<file path="src/rtl/oparb_pkg.sv">
// Shared constants and helpers for the output-port round-robin arbiter.
// NREQ must stay within 2..8 and 2**PTR_W must cover NREQ.
package oparb_pkg;

    localparam int unsigned NREQ  = 5;
    localparam int unsigned PTR_W = 3;

    localparam int unsigned IDX_PE = 0;
    localparam int unsigned IDX_S  = 1;
    localparam int unsigned IDX_N  = 2;
    localparam int unsigned IDX_E  = 3;
    localparam int unsigned IDX_W  = 4;

    typedef enum logic {
        VcEven = 1'b0,
        VcOdd  = 1'b1
    } vc_e;

    // Wrap by explicit compare so a non-power-of-two NREQ rotates correctly.
    function automatic logic [PTR_W-1:0] ptr_inc(input logic [PTR_W-1:0] p);
        return (p == PTR_W'(NREQ - 1)) ? '0 : p + 1'b1;
    endfunction

endpackage

</file>
<file path="src/rtl/rr_pick.sv">
// Combinational round-robin picker: first set request at or above ptr,
// wrapping modulo NREQ.
module rr_pick
    import oparb_pkg::*;
(
    input  logic [NREQ-1:0]  req,
    input  logic [PTR_W-1:0] ptr,
    output logic             any,
    output logic [PTR_W-1:0] idx,
    output logic [NREQ-1:0]  onehot
);

    // Doubled vector turns the wrapped scan into a plain upward search.
    logic [2*NREQ-1:0] req2;
    logic [PTR_W-1:0]  base;

    assign req2 = {req, req};
    assign base = (ptr < PTR_W'(NREQ)) ? ptr : '0;

    always_comb begin
        int pos;
        int wrapped;
        any     = 1'b0;
        idx     = '0;
        onehot  = '0;
        pos     = 0;
        wrapped = 0;
        for (int k = 0; k < int'(NREQ); k++) begin
            pos     = int'(base) + k;
            wrapped = (pos >= int'(NREQ)) ? pos - int'(NREQ) : pos;
            if (!any && req2[pos]) begin
                any             = 1'b1;
                idx             = PTR_W'(wrapped);
                onehot[wrapped] = 1'b1;
            end
        end
    end

endmodule

</file>
<file path="src/rtl/oparb.sv">
// Per-output-port round-robin arbiter with independent fairness pointers for
// the even and odd virtual channels; grants only into an empty VC buffer.
module oparb
    import oparb_pkg::*;
(
    input  logic            clk,
    input  logic            reset,
    input  logic            polarity,
    input  logic [NREQ-1:0] req_even,
    input  logic [NREQ-1:0] req_odd,
    input  logic            empty_even,
    input  logic            empty_odd,
    output logic [NREQ-1:0] grant,
    output logic            grant_vc,
    output logic            grant_valid
);

    logic [NREQ-1:0]  grant_q, grant_d;
    logic             grant_vc_q, grant_vc_d;
    logic             grant_valid_q, grant_valid_d;
    logic [PTR_W-1:0] ptr_even_q, ptr_even_d;
    logic [PTR_W-1:0] ptr_odd_q, ptr_odd_d;
    logic [NREQ-1:0]  last_grant_q, last_grant_d;
    vc_e              last_vc_q, last_vc_d;

    logic [NREQ-1:0]  eff_even, eff_odd;
    logic             any_even, any_odd;
    logic [PTR_W-1:0] idx_even, idx_odd;
    logic [NREQ-1:0]  oh_even, oh_odd;

    // Mask the requester granted last cycle on this VC: its buffer-empty flag
    // has not yet dropped, so it would otherwise win twice.
    always_comb begin
        eff_even = req_even;
        eff_odd  = req_odd;
        if (last_vc_q == VcEven) begin
            eff_even = req_even & ~last_grant_q;
        end else begin
            eff_odd  = req_odd & ~last_grant_q;
        end
    end

    rr_pick u_pick_even (
        .req    (eff_even),
        .ptr    (ptr_even_q),
        .any    (any_even),
        .idx    (idx_even),
        .onehot (oh_even)
    );

    rr_pick u_pick_odd (
        .req    (eff_odd),
        .ptr    (ptr_odd_q),
        .any    (any_odd),
        .idx    (idx_odd),
        .onehot (oh_odd)
    );

    always_comb begin
        grant_d       = '0;
        grant_vc_d    = polarity;
        grant_valid_d = 1'b0;
        ptr_even_d    = ptr_even_q;
        ptr_odd_d     = ptr_odd_q;
        last_grant_d  = '0;
        last_vc_d     = VcEven;
        if (polarity == VcOdd) begin
            if (empty_odd && any_odd) begin
                grant_d       = oh_odd;
                grant_valid_d = 1'b1;
                ptr_odd_d     = ptr_inc(idx_odd);
                last_grant_d  = oh_odd;
                last_vc_d     = VcOdd;
            end
        end else begin
            if (empty_even && any_even) begin
                grant_d       = oh_even;
                grant_valid_d = 1'b1;
                ptr_even_d    = ptr_inc(idx_even);
                last_grant_d  = oh_even;
                last_vc_d     = VcEven;
            end
        end
    end

    always_ff @(posedge clk) begin
        if (reset) begin
            grant_q       <= '0;
            grant_vc_q    <= 1'b0;
            grant_valid_q <= 1'b0;
            ptr_even_q    <= '0;
            ptr_odd_q     <= '0;
            last_grant_q  <= '0;
            last_vc_q     <= VcEven;
        end else begin
            grant_q       <= grant_d;
            grant_vc_q    <= grant_vc_d;
            grant_valid_q <= grant_valid_d;
            ptr_even_q    <= ptr_even_d;
            ptr_odd_q     <= ptr_odd_d;
            last_grant_q  <= last_grant_d;
            last_vc_q     <= last_vc_d;
        end
    end

    assign grant       = grant_q;
    assign grant_vc    = grant_vc_q;
    assign grant_valid = grant_valid_q;

endmodule

</file>
<file path="config.mk">
export PLATFORM = sky130hd
export DESIGN_NAME = oparb
export DESIGN_NICKNAME = d
export VERILOG_FILES = /design/src/rtl/oparb_pkg.sv /design/src/rtl/rr_pick.sv /design/src/rtl/oparb.sv
export SDC_FILE = /design/constraint.sdc
export NUM_CORES = 1
export LEC_CHECK = 0
export BUFFER_PORTS_ARGS = -buffer_cell sky130_fd_sc_hd__clkbuf_2
export CORE_MARGIN = 2
export CORE_UTILIZATION = 25
export CTS_CLUSTER_SIZE = 30
export DETAILED_ROUTE_END_ITERATION = 16
export PLACE_DENSITY_LB_ADDON = 0.25
export SLEW_MARGIN = 20
export SYNTH_ARGS = -nofsm -noshare
export SYNTH_HDL_FRONTEND = slang
export SYNTH_SLANG_ARGS = --single-unit
</file>
<file path="constraint.sdc">
create_clock -name clk -period 5.32 [get_ports clk]
set_clock_uncertainty 0.05 [all_clocks]
set_input_delay 1.064 -clock clk [delete_from_list [all_inputs] [get_ports clk]]
set_output_delay 1.064 -clock clk [all_outputs]
set_load 0.05 [all_outputs]
</file>
==> results.py, run 1 <==
metrics = {
    "routing": {
        "postRouteAntennaNets": 0,
        "wl_per_cell_um": 18.4,
        "route.detailed.drc": 0,
        "finalWirelength_mm": 13.6,
        "first_pass_iters": 5,
        "vias": 4318,
        "viasPerCell": 5.85,
        "drtIter0Drc": 337,
    },
    "die": {
        "core_um2": 15200,
        "die_x_um": 129,
        "fp-row-count": 45,
        "die_h_um": 129,
        "die_area_um2": 16500,
        "ios": 22,
        "start_util_pct": 25.5,
    },
    "clocking": {
        "cts_hold_buf": 0,
        "cts_tree": "done",
        "cts_setup_buffers": 0,
        "cts_resized": 0,
        "cts_buffers": 3,
        "htree_levels": 1,
        "numClockSinks": 14,
        "clock_latency_ps": 240,
        "clkTransAtPathRegs_ps": 50,
        "cts_max_path_buffers": 2,
        "root_buffer": "clkbuf_16",
    },
    "finish": {
        "layout.cells.non_filler": 738,
        "syn_to_final_growth_pct": 7.45,
        "nets": 606,
        "fillCellCount": 1679,
        "drive_gt1_share_pct": 11.3,
        "diodes": 0,
        "final_util_pct": 27.4,
    },
    "grt": {
        "gr-total-overflow": 0,
        "grt_pass1_vias": 4103,
        "grt_antenna_before_repair": 0,
        "grt_max_degree": 28,
        "grt_pass1_wl_mm": 22.0,
        "grtUsageTotal_pct": 16.2,
    },
    "synth": {
        "syn_nets": 610,
        "syn_area_per_cell_um2": 6.98,
        "synth-seq-cells": 14,
        "synth_ff_type": "dfxtp_1",
        "seq_area_frac_synth_pct": 7.22,
        "netlist_area_um2": 3880,
        "synth-edff-count": 0,
        "async_flop_share_pct": 0,
        "synth.distinct_cells": 86,
        "yosysWarnings": 0,
        "synthCells": 556,
    },
    "critical_path": {
        "crit_fanout": 14,
        "critPathKind": "register to register",
        "required_ps": 5440,
        "cp-end-kind": "register",
        "crit_path_start_kind": "register",
        "arrival_ps": 4760,
        "regToRegSetupSlack_ps": 680,
    },
    "sta": {
        "max_slew.worst_pin.slew_ps": 932,
        "relSlewSlack_pct": 37.4,
        "setup_violations": 0,
        "max_freq_ghz": 0.216,
        "slew_viol_final": 0,
        "rsz0062_at_grt": "no",
        "setup_tns_ps": 0,
        "layout_setup_ws_ps": 680,
        "period_share_pct": 87.2,
        "min_period_ps": 4640,
        "hold_viol": 0,
    },
    "placed_design": {
        "hpwl_mm": 10.4,
        "portBuffers": 21,
        "place_congestion": 0.919,
        "dp_cells": 735,
        "pre_cts_ws_ps": 842,
    },
    "power": {
        "p_leak_uw": 0.00162,
        "max-vdd-ir-drop_mv": 0.179,
        "p_per_area_nw_per_um2": 593,
    },
    "status": {
        "status": "completed",
    },
    "hold_path": {
        "hold_class": "register to register",
    },
    "job": {
        "maxCapViolCount": 0,
    },
}
[synthesized netlist by cell type, types with 5 or more instances]
cell type	count	area [um2]
a211oi_1	9	67.6
a21o_1	11	82.6
a21oi_1	37	185
a31oi_1	10	62.6
and3_1	9	56.3
buf_2	5	25.0
clkbuf_1	21	78.8
dfxtp_1	14	280
ha_1	39	488
inv_1	28	105
inv_2	5	18.8
mux2i_1	12	120
mux4_2	5	113
nand2_1	50	188
nand2b_1	12	75.1
nand3_1	27	135
nand3b_1	6	45.0
nand4_1	11	68.8
nor2_1	44	165
nor3_1	22	110
nor4_1	5	31.3
o211ai_1	8	60.1
o21ai_0	24	120
o21ai_1	5	25.0
o22ai_1	5	31.3
o31ai_1	5	37.5
o32ai_1	7	61.3
or3_1	5	31.3
xnor2_1	9	78.8
xor2_1	5	43.8
[report_power, final]
group / internal (uW) / leakage, uW / switching (uW)
sequential: 129 / 0.000115 / 52.5
combinational: 770 / 0.00147 / 1380
clock: 98.3 / 0.0000370 / 41.9
[placed cells by master, fill, tap and decap left out, types with 6 or more instances in the layout]
| cell | instances |
|---|---|
| nand2b_1 | 12 |
| nand2_1 | 50 |
| and3_1 | 9 |
| a211oi_1 | 9 |
| a31oi_1 | 10 |
| clkbuf_2 | 21 |
| nand3b_1 | 6 |
| inv_1 | 28 |
| nor2_1 | 44 |
| a21o_1 | 11 |
| nand4_1 | 11 |
| o211ai_1 | 8 |
| xnor2_1 | 9 |
| nor3_1 | 22 |
| dfxtp_1 | 14 |
| ha_1 | 39 |
| buf_4 | 6 |
| a21oi_1 | 37 |
| nand3_1 | 27 |
| mux2i_1 | 12 |
| o21ai_0 | 24 |
| o32ai_1 | 7 |
[layout make-up]
class | instances | area, um2 | share of cell area [%]
clock buffer | 3 | 75.1 | 1.80
inverter | 34 | 130 | 3.12
multi-input combinational | 472 | 3300 | 79.1
sequential | 14 | 280 | 6.72
tap | 188 | 235 | 5.64
timing repair buffer | 27 | 150 | 3.60
[worst max-delay path, stage by stage (launching register included)]
cell      delay, ps
dfxtp_1         460
nor2_2          250
nand2_1         290
inv_1           450
ha_1            460
nand2_1         170
or4_1           520
o21a_1          140
nand2_1         260
a221oi_1         90
o21ai_0         300
nand3_1         140
mux2_2          280
ha_1            210
a311o_1         330
a31oi_1         150
[stage by stage]
step	power (uW)	area [um2]	hold slack, ps
2_1_floorplan	1820	3880	483
3_3_place_gp	2280	4100	516
3_5_place_dp	2280	4100	525
4_1_cts	2440	4170	534
5_1_grt	2710	4170	577
6_report	2470	4170	529
[registers in the layout, summed over array words and instances (netlist names)]
register and cells:
ptr_even_q 3, ptr_odd_q 3, last_vc_q 1, last_grant_q 5
grant_vc 1, grant_valid 1
[metal layers]
| metal | vias up | track usage [%] | wire length (um) |
|---|---|---|---|
| met5 | - | 0 | 0 |
| met4 | 0 | 4.35 | 331 |
| met3 | 26 | 1.54 | 700 |
| met2 | 185 | 28.1 | 6470 |
| met1 | 2026 | 21.5 | 6060 |
| li1 | 2081 | - | - |
[cell families (layout without fill, tap and decap cells)]
kind of cell / Yosys count / after routing / synth area share, %
adder cells (fa/ha/maj): 39 / 39 / 12.6
multiplexers: 18 / 18 / 6.29
buffers and inverters: 70 / 64 / 7.77
XOR/XNOR: 14 / 14 / 3.16
AND/OR/NAND/NOR: 228 / 228 / 31.9
flip-flops: 14 / 14 / 7.22
AO/OA/AOI/OAI: 172 / 172 / 31.0
other: 1 / 1 / 0.0966
[path summary, 6_finish.rpt]
path | cells after the start | endpoint | from
max | 15 | ptr_even_q[2] | ptr_even_q[0]
min | 2 | ptr_odd_q[1] | ptr_odd_q[1]
max reg2reg | 15 | ptr_even_q[2] | ptr_even_q[0]
min reg2reg | 2 | ptr_odd_q[1] | ptr_odd_q[1]
(Power assumes the default switching activity.)
==> run 2: changes to the inputs <==
--- a/config.mk
+++ b/config.mk
@@ -10,7 +10,8 @@
 export CORE_UTILIZATION = 25
 export CTS_CLUSTER_SIZE = 30
 export DETAILED_ROUTE_END_ITERATION = 16
-export PLACE_DENSITY_LB_ADDON = 0.25
+export PLACE_DENSITY_LB_ADDON = 0.3
+export REMOVE_ABC_BUFFERS = 1
 export SLEW_MARGIN = 20
 export SYNTH_ARGS = -nofsm -noshare
 export SYNTH_HDL_FRONTEND = slang
==> run 2 against run 1 <==
Against the previous run:
- non-clock buffer count up 1
- register-to-register slack gained 120 ps
- sequential power shrank 8%
- flip-flop and latch count stayed put
- critical path depth is the same
- final area rose by 0.51%
- cell count rose by 0.27%
- highest routed layer unchanged
- global-route usage shrank 0.16 points
- combinational power barely moved
- utilization is 0.14 points higher
==> results.py, run 2 (synthesis results as in run 1) <==
metrics = {
    "power": {
        "p_per_area_nw_per_um2": 599,
        "max-vdd-ir-drop_mv": 0.183,
        "p_leak_uw": 0.00164,
    },
    "die": {
        "start_util_pct": 25.5,
        "fp-row-count": 45,
        "core_um2": 15200,
        "die_h_um": 129,
        "die_x_um": 129,
        "ios": 22,
        "die_area_um2": 16500,
    },
    "sta": {
        "period_share_pct": 84.9,
        "slew_viol_final": 0,
        "max_freq_ghz": 0.221,
        "setup_tns_ps": 0,
        "hold_ws_ps": 528,
        "setup_violations": 0,
        "relSlewSlack_pct": 38.3,
        "hold_viol": 0,
        "rsz0062_at_grt": "no",
        "max_slew.worst_pin.slew_ps": 919,
        "min_period_ps": 4520,
        "layout_setup_ws_ps": 803,
    },
    "grt": {
        "grtUsageTotal_pct": 16.0,
        "gr-total-overflow": 0,
        "grt_pass1_wl_mm": 21.6,
        "grt_max_degree": 28,
        "grt_antenna_before_repair": 0,
        "grt_pass1_vias": 4137,
    },
    "routing": {
        "dr_wl_met2_mm": 6.44,
        "route.detailed.drc": 0,
        "postRouteAntennaNets": 0,
        "routed-wl-met3_um": 789,
        "first_pass_iters": 5,
        "wl_per_cell_um": 18.4,
        "finalWirelength_mm": 13.7,
        "viasPerCell": 5.96,
        "vias": 4411,
        "met1Wirelength_mm": 6.00,
        "drtIter0Drc": 431,
        "routed.top_layer": "met4",
    },
    "critical_path": {
        "critPathMaxStageDelay_ps": 530,
        "required_ps": 5440,
        "crit_fanout": 14,
        "cp-end-kind": "register",
        "path_cells": "buf_4 -> nor2_2 -> nand2_1 -> inv_1 -> ha_1 -> nor2b_1 -> nand2_1 -> a21oi_1 -> a311oi_2 -> o31ai_2 -> nor4_4 -> mux2_2 -> ha_1 -> a311o_1 -> a31oi_1",
        "critPathKind": "register to register",
        "crit_path_start_kind": "register",
        "arrival_ps": 4640,
        "crit_path_top_delay_cell": "nor4_4",
    },
    "hold_path": {
        "hold_class": "register to register",
    },
    "clocking": {
        "clkTransAtPathRegs_ps": 50,
        "cts_buffers": 3,
        "clock_latency_ps": 250,
        "htree_levels": 1,
        "cts_resized": 0,
        "cts_setup_buffers": 0,
        "root_buffer": "clkbuf_16",
        "cts_tree": "done",
        "numClockSinks": 14,
        "cts_max_path_buffers": 2,
        "cts_hold_buf": 0,
    },
    "finish": {
        "drive_gt1_share_pct": 11.6,
        "reg_top3": "last_grant_q (5), ptr_even_q (3), ptr_odd_q (3)",
        "regArea_um2": 280,
        "largest_register_ffs": 5,
        "fillCellCount": 1668,
        "layout_commonest_cell": "nand2_1",
        "nets": 607,
        "multi_input_area_um2": 3300,
        "final_cell_mix": "nand2_1, nor2_1, ha_1",
        "diodes": 0,
        "top_register": "last_grant_q",
        "syn_to_final_growth_pct": 7.99,
    },
    "job": {
        "maxCapViolCount": 0,
    },
    "placed_design": {
        "pre_cts_ws_ps": 891,
        "hpwl_mm": 10.3,
        "portBuffers": 21,
        "place_congestion": 0.967,
    },
    "status": {
        "status": "completed",
    },
}
-- run 2: cell types whose count changed in the layout (fill, tap and decap cells not counted), sizes merged --
cell	delta
buf	+1
clkbuf	+1
-- run 2: worst paths after layout --
kind	startpoint	end	slack, ps	cells past startpoint
worst max register to register	ptr_even_q[0]	ptr_even_q[2]	800	15
worst max-delay path	ptr_even_q[0]	ptr_even_q[2]	800	15
worst min register to register	ptr_odd_q[1]	ptr_odd_q[1]	530	2
worst min-delay path	ptr_odd_q[1]	ptr_odd_q[1]	530	2
-- run 2: worst max-delay path, delay by kind of cell, from the launching register on --
family,cells,cell delay (ps)
mux,1,410
compound gates,5,1140
buf+inv,2,600
flops,1,290
fa+ha+maj,2,700
simple gates,5,1250
-- run 2: area by class of cell --
type,instances,share of cell area [%]
Clock buffer,4,2.12
Timing Repair Buffer,28,3.76
Tap cell,188,5.61
Inverter,34,3.10
Sequential cell,14,6.69
Multi-Input combinational cell,472,78.7
-- run 2: layer usage --
metal / vias to the layer above / GRT usage (%)
met3: 35 / 1.04
met2: 175 / 28.2
met4: 0 / 5.50
met5: - / 0
li1: 2081 / -
met1: 2120 / 20.8
-- run 2: per-stage QoR --
| step | power [uW] | cell area, um2 | util (%) | cells |
|---|---|---|---|---|
| 6_report | 2510 | 4190 | 27.6 | 740 |
| 3_5_place_dp | 2300 | 4100 | 27.0 | 736 |
| 3_3_place_gp | 2270 | 4100 | 27.0 | 736 |
| 2_1_floorplan | 1750 | 3710 | - | 520 |
| 5_1_grt | 2720 | 4190 | 27.6 | 740 |
| 4_1_cts | 2470 | 4190 | 27.6 | 740 |
-- run 2: power breakdown --
part           internal (uW)  switching (uW)  leakage, uW
logic                    777            1400      0.00148
clock network            114            47.7    0.0000442
registers                129            39.5     0.000115
total                   1020            1490      0.00164
